### src/rtl/hill_block_loader.sv
// Front end for the Hill-cipher core: loads the key matrix, filters letters into
// fixed-size blocks, pads the tail block and hands each block to the core.
module hill_block_loader #(
    parameter int                    BLOCK_SIZE = 3,
    parameter int                    DATA_WIDTH = 8,
    parameter logic [DATA_WIDTH-1:0] PAD_CHAR   = 8'h58,
    localparam int KEY_N   = BLOCK_SIZE * BLOCK_SIZE,
    localparam int KEY_AW  = (KEY_N > 1) ? $clog2(KEY_N) : 1,
    localparam int TEXT_AW = (BLOCK_SIZE > 1) ? $clog2(BLOCK_SIZE) : 1
) (
    input  logic                  clk,
    input  logic                  rst_n,
    input  logic                  mode_in,
    input  logic [DATA_WIDTH-1:0] key_in,
    input  logic                  key_in_valid,
    output logic                  key_in_ready,
    input  logic [DATA_WIDTH-1:0] char_in,
    input  logic                  char_valid,
    input  logic                  char_last,
    output logic                  char_ready,
    output logic [DATA_WIDTH-1:0] key_data,
    output logic [KEY_AW-1:0]     key_addr,
    output logic                  key_wen,
    output logic [DATA_WIDTH-1:0] text_in,
    output logic [TEXT_AW-1:0]    text_in_addr,
    output logic                  text_in_wen,
    output logic                  start,
    output logic                  mode,
    input  logic                  cipher_done,
    output logic                  key_loaded,
    output logic                  busy,
    output logic [15:0]           blocks_sent,
    output logic [15:0]           dropped
);

    typedef enum logic [1:0] {S_FILL, S_PAD, S_KICK, S_WAIT} state_t;

    localparam logic [KEY_AW-1:0]     KEY_LAST  = KEY_AW'(KEY_N - 1);
    localparam logic [TEXT_AW-1:0]    FILL_LAST = TEXT_AW'(BLOCK_SIZE - 1);
    localparam logic [DATA_WIDTH-1:0] UPPER_A   = DATA_WIDTH'(8'h41);
    localparam logic [DATA_WIDTH-1:0] UPPER_Z   = DATA_WIDTH'(8'h5A);
    localparam logic [DATA_WIDTH-1:0] LOWER_A   = DATA_WIDTH'(8'h61);
    localparam logic [DATA_WIDTH-1:0] LOWER_Z   = DATA_WIDTH'(8'h7A);

    state_t                  state, state_nxt;
    logic [KEY_AW-1:0]       key_cnt, key_cnt_nxt;
    logic [TEXT_AW-1:0]      fill_cnt, fill_cnt_nxt;
    logic                    key_loaded_nxt, mode_nxt, start_nxt;
    logic                    key_wen_nxt, text_in_wen_nxt;
    logic [DATA_WIDTH-1:0]   key_data_nxt, text_in_nxt;
    logic [KEY_AW-1:0]       key_addr_nxt;
    logic [TEXT_AW-1:0]      text_in_addr_nxt;
    logic [15:0]             blocks_sent_nxt, dropped_nxt;
    logic                    key_fire, char_fire;

    function automatic logic is_letter(input logic [DATA_WIDTH-1:0] c);
        return ((c >= UPPER_A) && (c <= UPPER_Z)) || ((c >= LOWER_A) && (c <= LOWER_Z));
    endfunction

    function automatic logic [15:0] sat_inc(input logic [15:0] v);
        return (v == 16'hFFFF) ? v : v + 16'd1;
    endfunction

    // Key bytes only flow between blocks; text waits until the key is complete.
    assign key_in_ready = (state == S_FILL) && (fill_cnt == '0);
    assign char_ready   = (state == S_FILL) && key_loaded && (key_cnt == '0) && !key_in_valid;
    assign key_fire     = key_in_valid && key_in_ready;
    assign char_fire    = char_valid && char_ready;
    assign busy         = (state != S_FILL) || (fill_cnt != '0);

    always_comb begin
        state_nxt        = state;
        key_cnt_nxt      = key_cnt;
        fill_cnt_nxt     = fill_cnt;
        key_loaded_nxt   = key_loaded;
        mode_nxt         = mode;
        start_nxt        = 1'b0;
        key_wen_nxt      = 1'b0;
        key_data_nxt     = key_data;
        key_addr_nxt     = key_addr;
        text_in_wen_nxt  = 1'b0;
        text_in_nxt      = text_in;
        text_in_addr_nxt = text_in_addr;
        blocks_sent_nxt  = blocks_sent;
        dropped_nxt      = dropped;

        unique case (state)
            S_FILL: begin
                if (key_fire) begin
                    key_wen_nxt  = 1'b1;
                    key_data_nxt = key_in;
                    key_addr_nxt = key_cnt;
                    if (key_cnt == '0) key_loaded_nxt = 1'b0;
                    if (key_cnt == KEY_LAST) begin
                        key_cnt_nxt    = '0;
                        key_loaded_nxt = 1'b1;
                    end else begin
                        key_cnt_nxt = key_cnt + 1'b1;
                    end
                end else if (char_fire) begin
                    if (is_letter(char_in)) begin
                        text_in_wen_nxt  = 1'b1;
                        text_in_nxt      = char_in;
                        text_in_addr_nxt = fill_cnt;
                        if (fill_cnt == '0) mode_nxt = mode_in;
                        if (fill_cnt == FILL_LAST) begin
                            fill_cnt_nxt = '0;
                            state_nxt    = S_KICK;
                        end else begin
                            fill_cnt_nxt = fill_cnt + 1'b1;
                            if (char_last) state_nxt = S_PAD;
                        end
                    end else begin
                        dropped_nxt = sat_inc(dropped);
                        // A message ending on a dropped byte still closes a partial block.
                        if (char_last && (fill_cnt != '0)) state_nxt = S_PAD;
                    end
                end
            end
            S_PAD: begin
                text_in_wen_nxt  = 1'b1;
                text_in_nxt      = PAD_CHAR;
                text_in_addr_nxt = fill_cnt;
                if (fill_cnt == FILL_LAST) begin
                    fill_cnt_nxt = '0;
                    state_nxt    = S_KICK;
                end else begin
                    fill_cnt_nxt = fill_cnt + 1'b1;
                end
            end
            S_KICK: begin
                start_nxt       = 1'b1;
                blocks_sent_nxt = blocks_sent + 16'd1;
                state_nxt       = S_WAIT;
            end
            S_WAIT: begin
                if (cipher_done) state_nxt = S_FILL;
            end
            default: state_nxt = S_FILL;
        endcase
    end

    always_ff @(posedge clk or negedge rst_n) begin
        if (!rst_n) begin
            state        <= S_FILL;
            key_cnt      <= '0;
            fill_cnt     <= '0;
            key_loaded   <= 1'b0;
            mode         <= 1'b0;
            start        <= 1'b0;
            key_wen      <= 1'b0;
            key_data     <= '0;
            key_addr     <= '0;
            text_in_wen  <= 1'b0;
            text_in      <= '0;
            text_in_addr <= '0;
            blocks_sent  <= '0;
            dropped      <= '0;
        end else begin
            state        <= state_nxt;
            key_cnt      <= key_cnt_nxt;
            fill_cnt     <= fill_cnt_nxt;
            key_loaded   <= key_loaded_nxt;
            mode         <= mode_nxt;
            start        <= start_nxt;
            key_wen      <= key_wen_nxt;
            key_data     <= key_data_nxt;
            key_addr     <= key_addr_nxt;
            text_in_wen  <= text_in_wen_nxt;
            text_in      <= text_in_nxt;
            text_in_addr <= text_in_addr_nxt;
            blocks_sent  <= blocks_sent_nxt;
            dropped      <= dropped_nxt;
        end
    end

endmodule

### config.mk
export PLATFORM = sky130hd
export DESIGN_NAME = hill_block_loader
export DESIGN_NICKNAME = d
export VERILOG_FILES = /design/src/rtl/hill_block_loader.sv
export SDC_FILE = /design/constraint.sdc
export NUM_CORES = 1
export LEC_CHECK = 0
export BUFFER_PORTS_ARGS = -buffer_cell sky130_fd_sc_hd__buf_2
export CAP_MARGIN = 20
export CORE_AREA = 8 8 115 117
export CTS_BUF_LIST = sky130_fd_sc_hd__clkbuf_8 sky130_fd_sc_hd__clkbuf_16
export DETAILED_ROUTE_END_ITERATION = 10
export DIE_AREA = 0 0 123 125
export PLACE_DENSITY = 0.49
export SYNTH_ARGS = -nofsm -noshare
export SYNTH_HDL_FRONTEND = slang
export SYNTH_SLANG_ARGS = --single-unit
### constraint.sdc
create_clock -name clk -period 2.76 [get_ports clk]
set_input_delay 0.138 -clock clk [delete_from_list [all_inputs] [get_ports clk]]
set_output_delay 0.138 -clock clk [all_outputs]
set_load 0.02 [all_outputs]
==> results_dict.tcl, run 1 <==
set metrics [dict create \
    hold_class "primary input to register" \
    wire_per_inst_um 14.0 \
    drc 0 \
    fp-row-count 40 \
    end_kind "register" \
    ant_nets 0 \
    path_class "register to register" \
    slew_viol_final 0 \
    synth.top_cell.area_share_pct 53.8 \
    powerDensity_nw_per_um2 929 \
    synth.avg_cell_area_um2 11.8 \
    worstMarginPinSlew_ns 0.732 \
    critPathMaxFanout 5 \
    diodes 0 \
    fin_crit_sh_pct 82.7 \
    die_w_um 123 \
    io_buffers 84 \
    worstPathCellList "inv_1 > ha_1 > nor2b_1 > nand3_2 > a221o_1 > a311oi_2 > mux2_2" \
    synth_edf_count 0 \
    skew_ns 0.00467 \
    post_cts_buffers 0 \
    core_area_um2 11600 \
    grt_pass1_vias 2396 \
    arrival_ns 2.49 \
    routed_via_density 4.42 \
    place.detailed.hpwl_mm 5.32 \
    synth_ff_type "dfrtp_1" \
    yosys-top-cells-count "67 x dfrtp_1, 22 x mux2_2, 18 x nand2_1, 16 x inv_1, 14 x xnor2_1" \
    synth.area.mux_share_pct 8.59 \
    required_ns 2.96 \
    synth-seq-area-share_pct 53.8 \
    antenna_found_initial 0 \
    cts_tree "done" \
    netlist_instances 265 \
    die_y_um 125 \
    start_util_pct 26.8 \
    root_buffer "clkbuf_16" \
    io_pins 85 \
    irDropWorstVdd_uv 385 \
    max_slew_margin_pct 51.2 \
    grt.total_usage_pct 9.87 \
    wirelength_mm 7.12 \
    max_freq_mhz 438 \
    cap_violations 0 \
    clockBufferDepth 2 \
    cts_made_buffers 9 \
    ys_types 42 \
    status "finished, final reports clean" \
    clk_pin_slew_ns 0.05 \
    synth_area_um2 3120 \
    dieArea_um2 15400 \
    cts_sinks 67 \
    max_stage_delay_ns 0.41 \
    overflow 0 \
    synthXorXnorAreaFrac_pct 7.59 \
    ys_ff_latch 67 \
    setup_tns_ns 0 \
    drtPass1Iterations 4 \
    fin_util_pct 34.4 \
    fin_crit_ns 2.28 \
    synthAdderAreaFrac_pct 3.61 \
    finish.net_count 390 \
    clk_latency_ns 0.32 \
    via_count 2251 \
    drive_gt1_share_pct 38.1 \
    gp_congestion 0.765 \
    setup_viol 0 \
    async_reset_ff_share_pct 100 \
    crit_path_start_kind "register" \
    crit_path_top_delay_cell "dfrtp_1" \
    grt_pass1_wl_mm 12.1 \
    synthSimpleGateAreaFrac_pct 16.8 \
    dr.first_iter.drc_count 126 \
    yosys_warnings 0 \
    cts_max_level 3 \
    rsz0062_at_grt "false" \
    r2r_slack_ns 0.48 \
    hold_viol_final 0 \
    synth_top_area_cell "dfrtp_1" \
    synth_top_family_by_area "simple AND/OR/NAND/NOR gates" \
    area_growth_pct 28.2 \
    synth_compound_area_share_pct 6.42 \
    yosysMostFrequentCell "dfrtp_1" \
    grt_start_max_net_pins 39 \
    ys_top_cells_by_area "dfrtp_1 54%, mux2_2 7.9%, xnor2_1 3.9%, xor2_1 3.7%, ha_1 3.6%" \
    syn_nets 297 \
    p_leak_nw 1.94 \
]
final timing paths:
check,startpoint,end,cells after the start
setup / recovery,key_cnt[0],state[1],7
min in group asynchronous,rst_n,text_in[2],2
setup reg to reg,key_cnt[0],state[1],7
max in group asynchronous,rst_n,dropped[4],3
hold reg to reg,text_in[6],text_in[6],1
hold / removal,key_in[0],key_data[0],2
layout make-up:
class,instances,area (um2)
timing repair buffer,89,473
multi-input combinational,175,1340
inverter,16,60.1
clock buffer,10,239
tap,147,184
fill,1221,7610
clock inverter,5,22.5
sequential,67,1680
per-layer routing:
metal / global-route usage [%] / vias up / wire length [um]
met5: 0 / - / 0
met4: 3.83 / 0 / 92
met3: 4.28 / 9 / 622
met2: 14.5 / 56 / 3270
met1: 12.5 / 1075 / 3130
li1: - / 1111 / -
worst max-delay path, delay by kind of cell, from the launching register on:
kind,cells,cell delay [ns]
AO/OA/AOI/OAI,2,0.66
adder cells (fa/ha/maj),1,0.17
buffers and inverters,1,0.10
flip-flops,1,0.41
multiplexers,1,0.38
AND/OR/NAND/NOR,2,0.45
cells in the final DEF, fill, tap and decap left out, types with 11 or more instances in the layout:
cell type,n
nand3_1,13
dfrtp_1,67
buf_2,84
mux2_2,22
xnor2_1,14
o21ai_0,12
nor2_1,11
inv_1,18
nand2_1,18
xor2_1,13
what timing repair did:
| item | in CTS | in global routing |
|---|---|---|
| endpoints found under the hold margin | 29 | 0 |
| setup endpoints to repair | 0 | 0 |
| resized for setup | 0 | 0 |
| hold buffers | 1 | 0 |
where the power goes:
group	switching (W)	leakage, nW	internal, W	total, W
clock network	0.000398	0.140	0.000615	0.00101
registers	0.000203	0.851	0.00124	0.00145
logic	0.000727	0.950	0.000525	0.00125
state kept, by name, summed over array words and instances, names as in the netlist:
name / cells
dropped: 16
text_in_wen: 1
text_in_addr: 2
start: 1
key_addr: 4
state: 2
key_loaded: 1
key_data: 8
key_wen: 1
fill_cnt: 2
blocks_sent: 16
text_in: 8
key_cnt: 4
mode: 1
per-stage QoR:
step                      std cells  setup slack, ns  hold slack [ns]  instance area, um2  total power (W)
after floorplan                 265            0.542           -0.158                3120          0.00229
final                           509            0.478           0.0441                4000          0.00371
after global placement          493            0.513            0.236                3720          0.00272
after global routing            509            0.286           0.0359                4000          0.00399
after CTS                       509            0.462           0.0283                4000          0.00379
after detailed placement        493            0.474            0.255                3720          0.00274
cell families after synthesis:
| family | after synthesis |
|---|---|
| XOR/XNOR | 27 |
| AO/OA/AOI/OAI | 27 |
| adder cells (fa/ha/maj) | 9 |
| multiplexers | 24 |
| AND/OR/NAND/NOR | 88 |
| flip-flops | 67 |
| buffers and inverters | 23 |
(Power assumes the default switching activity.)
==> inputs of run 2 (changes only) <==
ABC_AREA = 1   (was not set)
CORE_AREA = 8 8 120 122   (was 8 8 115 117)
DIE_AREA = 0 0 128 130   (was 0 0 123 125)
clock period = 2.1 ns   (was 2.76 ns; I/O delays follow)
==> results_dict.tcl, run 2 <==
set metrics [dict create \
    max_freq_mhz 539 \
    synth_top_area_cell "dfrtp_1" \
    rsz0062_at_grt "false" \
    die_y_um 130 \
    synth_area_um2 3440 \
    wire_per_inst_um 12.3 \
    crit_cells 7 \
    antenna_found_initial 0 \
    whs_path_depth 3 \
    wl_met3_um 602 \
    cpMostUsedCell "inv_1" \
    fin_total_pwr_w 0.00499 \
    final_common_cell "nand2_1" \
    skew_ns 0.00869 \
    cts_max_level 3 \
    irDropWorstVdd_uv 468 \
    synth_edf_count 0 \
    fin_cells 682 \
    status "finished, final reports clean" \
    p_leak_nw 2.45 \
    ys_ff_latch 67 \
    io_pins 85 \
    grt_start_max_net_pins 68 \
    final_cell_mix "145 x nand2_1, 84 x buf_2, 67 x dfrtp_1, 45 x inv_1, 33 x nor2_1" \
    place.detailed.hpwl_mm 6.11 \
    slew_viol_final 0 \
    place_ws_ns 0.0131 \
    required_ns 2.00 \
    dpl_cell_area_um2 4050 \
    final_area_um2 4430 \
    arrival_ns 1.75 \
    async_reset_ff_share_pct 100 \
    synth.top_cell.area_share_pct 48.7 \
    yosys-top-cells-count "145 x nand2_1, 67 x dfrtp_1, 44 x inv_1, 33 x nor2_1" \
    worstReg2RegEnd "blocks_sent[13]" \
    drc 0 \
    yosysMostFrequentCell "nand2_1" \
    worstSetupEndpoint "char_ready" \
    cap_violations 0 \
    synth_compound_area_share_pct 4.91 \
    crit_family "buffers and inverters" \
    met1Wirelength_mm 3.94 \
    critPathMaxFanout 3 \
    powerDensity_nw_per_um2 1130 \
    crit_path_top_delay_cell "dfrtp_1" \
    reg_top3 "blocks_sent x16, dropped x16" \
    start_util_pct 27.7 \
    yosys_warnings 0 \
    die_w_um 128 \
    r2r_slack_ns 0.27 \
    dieArea_um2 16600 \
    crit_start "key_cnt[0]" \
    top_layer "met4" \
    clockBufferDepth 2 \
    regToRegStartpoint "state[0]" \
    via_count 2866 \
    share_comb_of_total_power_pct 35.0 \
    ys_top_cells_by_area "dfrtp_1 49%, nand2_1 16%, inv_1 4.8%, xor2_1 4.1%, nor2_1 3.6%" \
    clk_pin_slew_ns 0.06 \
    fin_ws_ns 0.246 \
    worstPathCellList "inv_1 > ha_1 > inv_1 > nor2_1 > inv_1 > nor4_1 > buf_2" \
    fin_crit_sh_pct 88.3 \
    dr_wl_met2_mm 3.67 \
    root_buffer "clkbuf_16" \
    overflow 0 \
    wirelength_mm 8.40 \
    clk_latency_ns 0.34 \
    core_area_um2 12400 \
    dr.first_iter.drc_count 130 \
    end_kind "primary output" \
    dp_cells 657 \
    grt_pass1_wl_mm 14.2 \
    setup_viol 0 \
    intPower_w 0.00307 \
    io_buffers 84 \
    seqPwrFrac_pct 36.5 \
    worstMarginPinSlew_ns 0.401 \
    synth.avg_cell_area_um2 8.50 \
    setup_tns_ns 0 \
    synthXorXnorAreaFrac_pct 6.36 \
    ys_types 34 \
    max_stage_delay_ns 0.40 \
    pwr-share-clk_pct 28.5 \
    post_cts_buffers 0 \
    swShare_pct 38.5 \
    cts_made_buffers 9 \
    cts_sinks 67 \
    syn_nets 437 \
    switchingPower_w 0.00192 \
    fp-row-count 41 \
    max_slew_margin_pct 73.2 \
    finish.net_count 538 \
    synth.area.mux_share_pct 0 \
    diodes 0 \
    area_growth_pct 28.7 \
    hold_viol_final 0 \
    hold_class "primary input to register" \
    synthAdderAreaFrac_pct 3.27 \
    drive_gt1_share_pct 25.5 \
    ant_nets 0 \
    synthSimpleGateAreaFrac_pct 29.7 \
    synth_ff_type "dfrtp_1" \
    grt.total_usage_pct 10.8 \
    cts_tree "done" \
    synth-seq-area-share_pct 48.7 \
    netlist_instances 405 \
    routed_via_density 4.20 \
    r2r_cells 9 \
    crit_path_start_kind "register" \
    fin_crit_ns 1.85 \
    critPathBufInv 4 \
    grt_pass1_vias 2897 \
    synth_top_family_by_area "simple AND/OR/NAND/NOR gates" \
    drtPass1Iterations 4 \
    gp_congestion 0.784 \
    path_class "register to primary output" \
]
==> run 2: power by group through the flow <==
stage | Clock [W] | Sequential (W) | Combinational, W
global placement | 0 | 0.00184 | 0.00171
CTS | 0.00149 | 0.00182 | 0.00178
finish | 0.00142 | 0.00182 | 0.00175
floorplan | 0 | 0.00212 | 0.000914
global route | 0.00153 | 0.00187 | 0.00198
detailed placement | 0 | 0.00184 | 0.00175
==> run 2: what timing repair did <==
action | CTS | global route
setup endpoints to repair | 0 | 14
hold buffers | 10 | 0
gates resized for setup | 0 | 2
hold endpoints to repair | 76 | 0
==> run 2: metrics by stage <==
step           hold slack, ns  util [%]
2_1_floorplan          -0.191         -
3_3_place_gp            0.163      32.6
3_5_place_dp            0.160      32.6
4_1_cts                0.0139      35.6
5_1_grt                0.0329      35.7
6_report               0.0272      35.7
==> run 2: final cells by class <==
cell class | count | area (um2)
clock inverters | 3 | 13.8
well taps | 172 | 215
clock buffers | 12 | 267
fillers | 1339 | 7980
multi-input cells | 285 | 1530
inverters | 45 | 169
flip-flops and latches | 67 | 1680
repair buffers | 98 | 563
==> run 2: cell families (layout without fill, tap and decap cells) <==
| kind of cell | Yosys count | in the layout |
|---|---|---|
| simple gates | 225 | 225 |
| xor+xnor | 25 | 25 |
| buf+inv | 53 | 158 |
| compound gates | 26 | 26 |
| fa+ha+maj | 9 | 9 |
| flops | 67 | 67 |
==> run 2: layer usage <==
metal  vias to the layer above  track usage, %
met4                         0            6.08
met5                         -               0
met2                        64            16.3
met3                        12            3.96
met1                      1321            13.2
li1                       1469               -
==> run 2: worst min path at each step <==
stage / startpoint / endpoint / slack, ns
4_1_cts: char_in[5] / text_in[5] / 0.01
5_1_grt: char_in[5] / text_in[5] / 0.03
6_report: char_in[5] / text_in[5] / 0.03
3_5_place_dp: rst_n / text_in_addr[1] / 0.16
3_3_place_gp: rst_n / text_in[7] / 0.16
2_1_floorplan: rst_n / blocks_sent[0] / -0.19
==> run 2: worst reg2reg max path, cell delays in order (launching register included) <==
cell,delay [ns]
dfrtp_1,0.41
inv_1,0.13
ha_1,0.28
nand2_1,0.13
nor3_4,0.18
nand3_2,0.16
nor2_1,0.23
nand3_1,0.10
nand2_1,0.08
inv_1,0.04
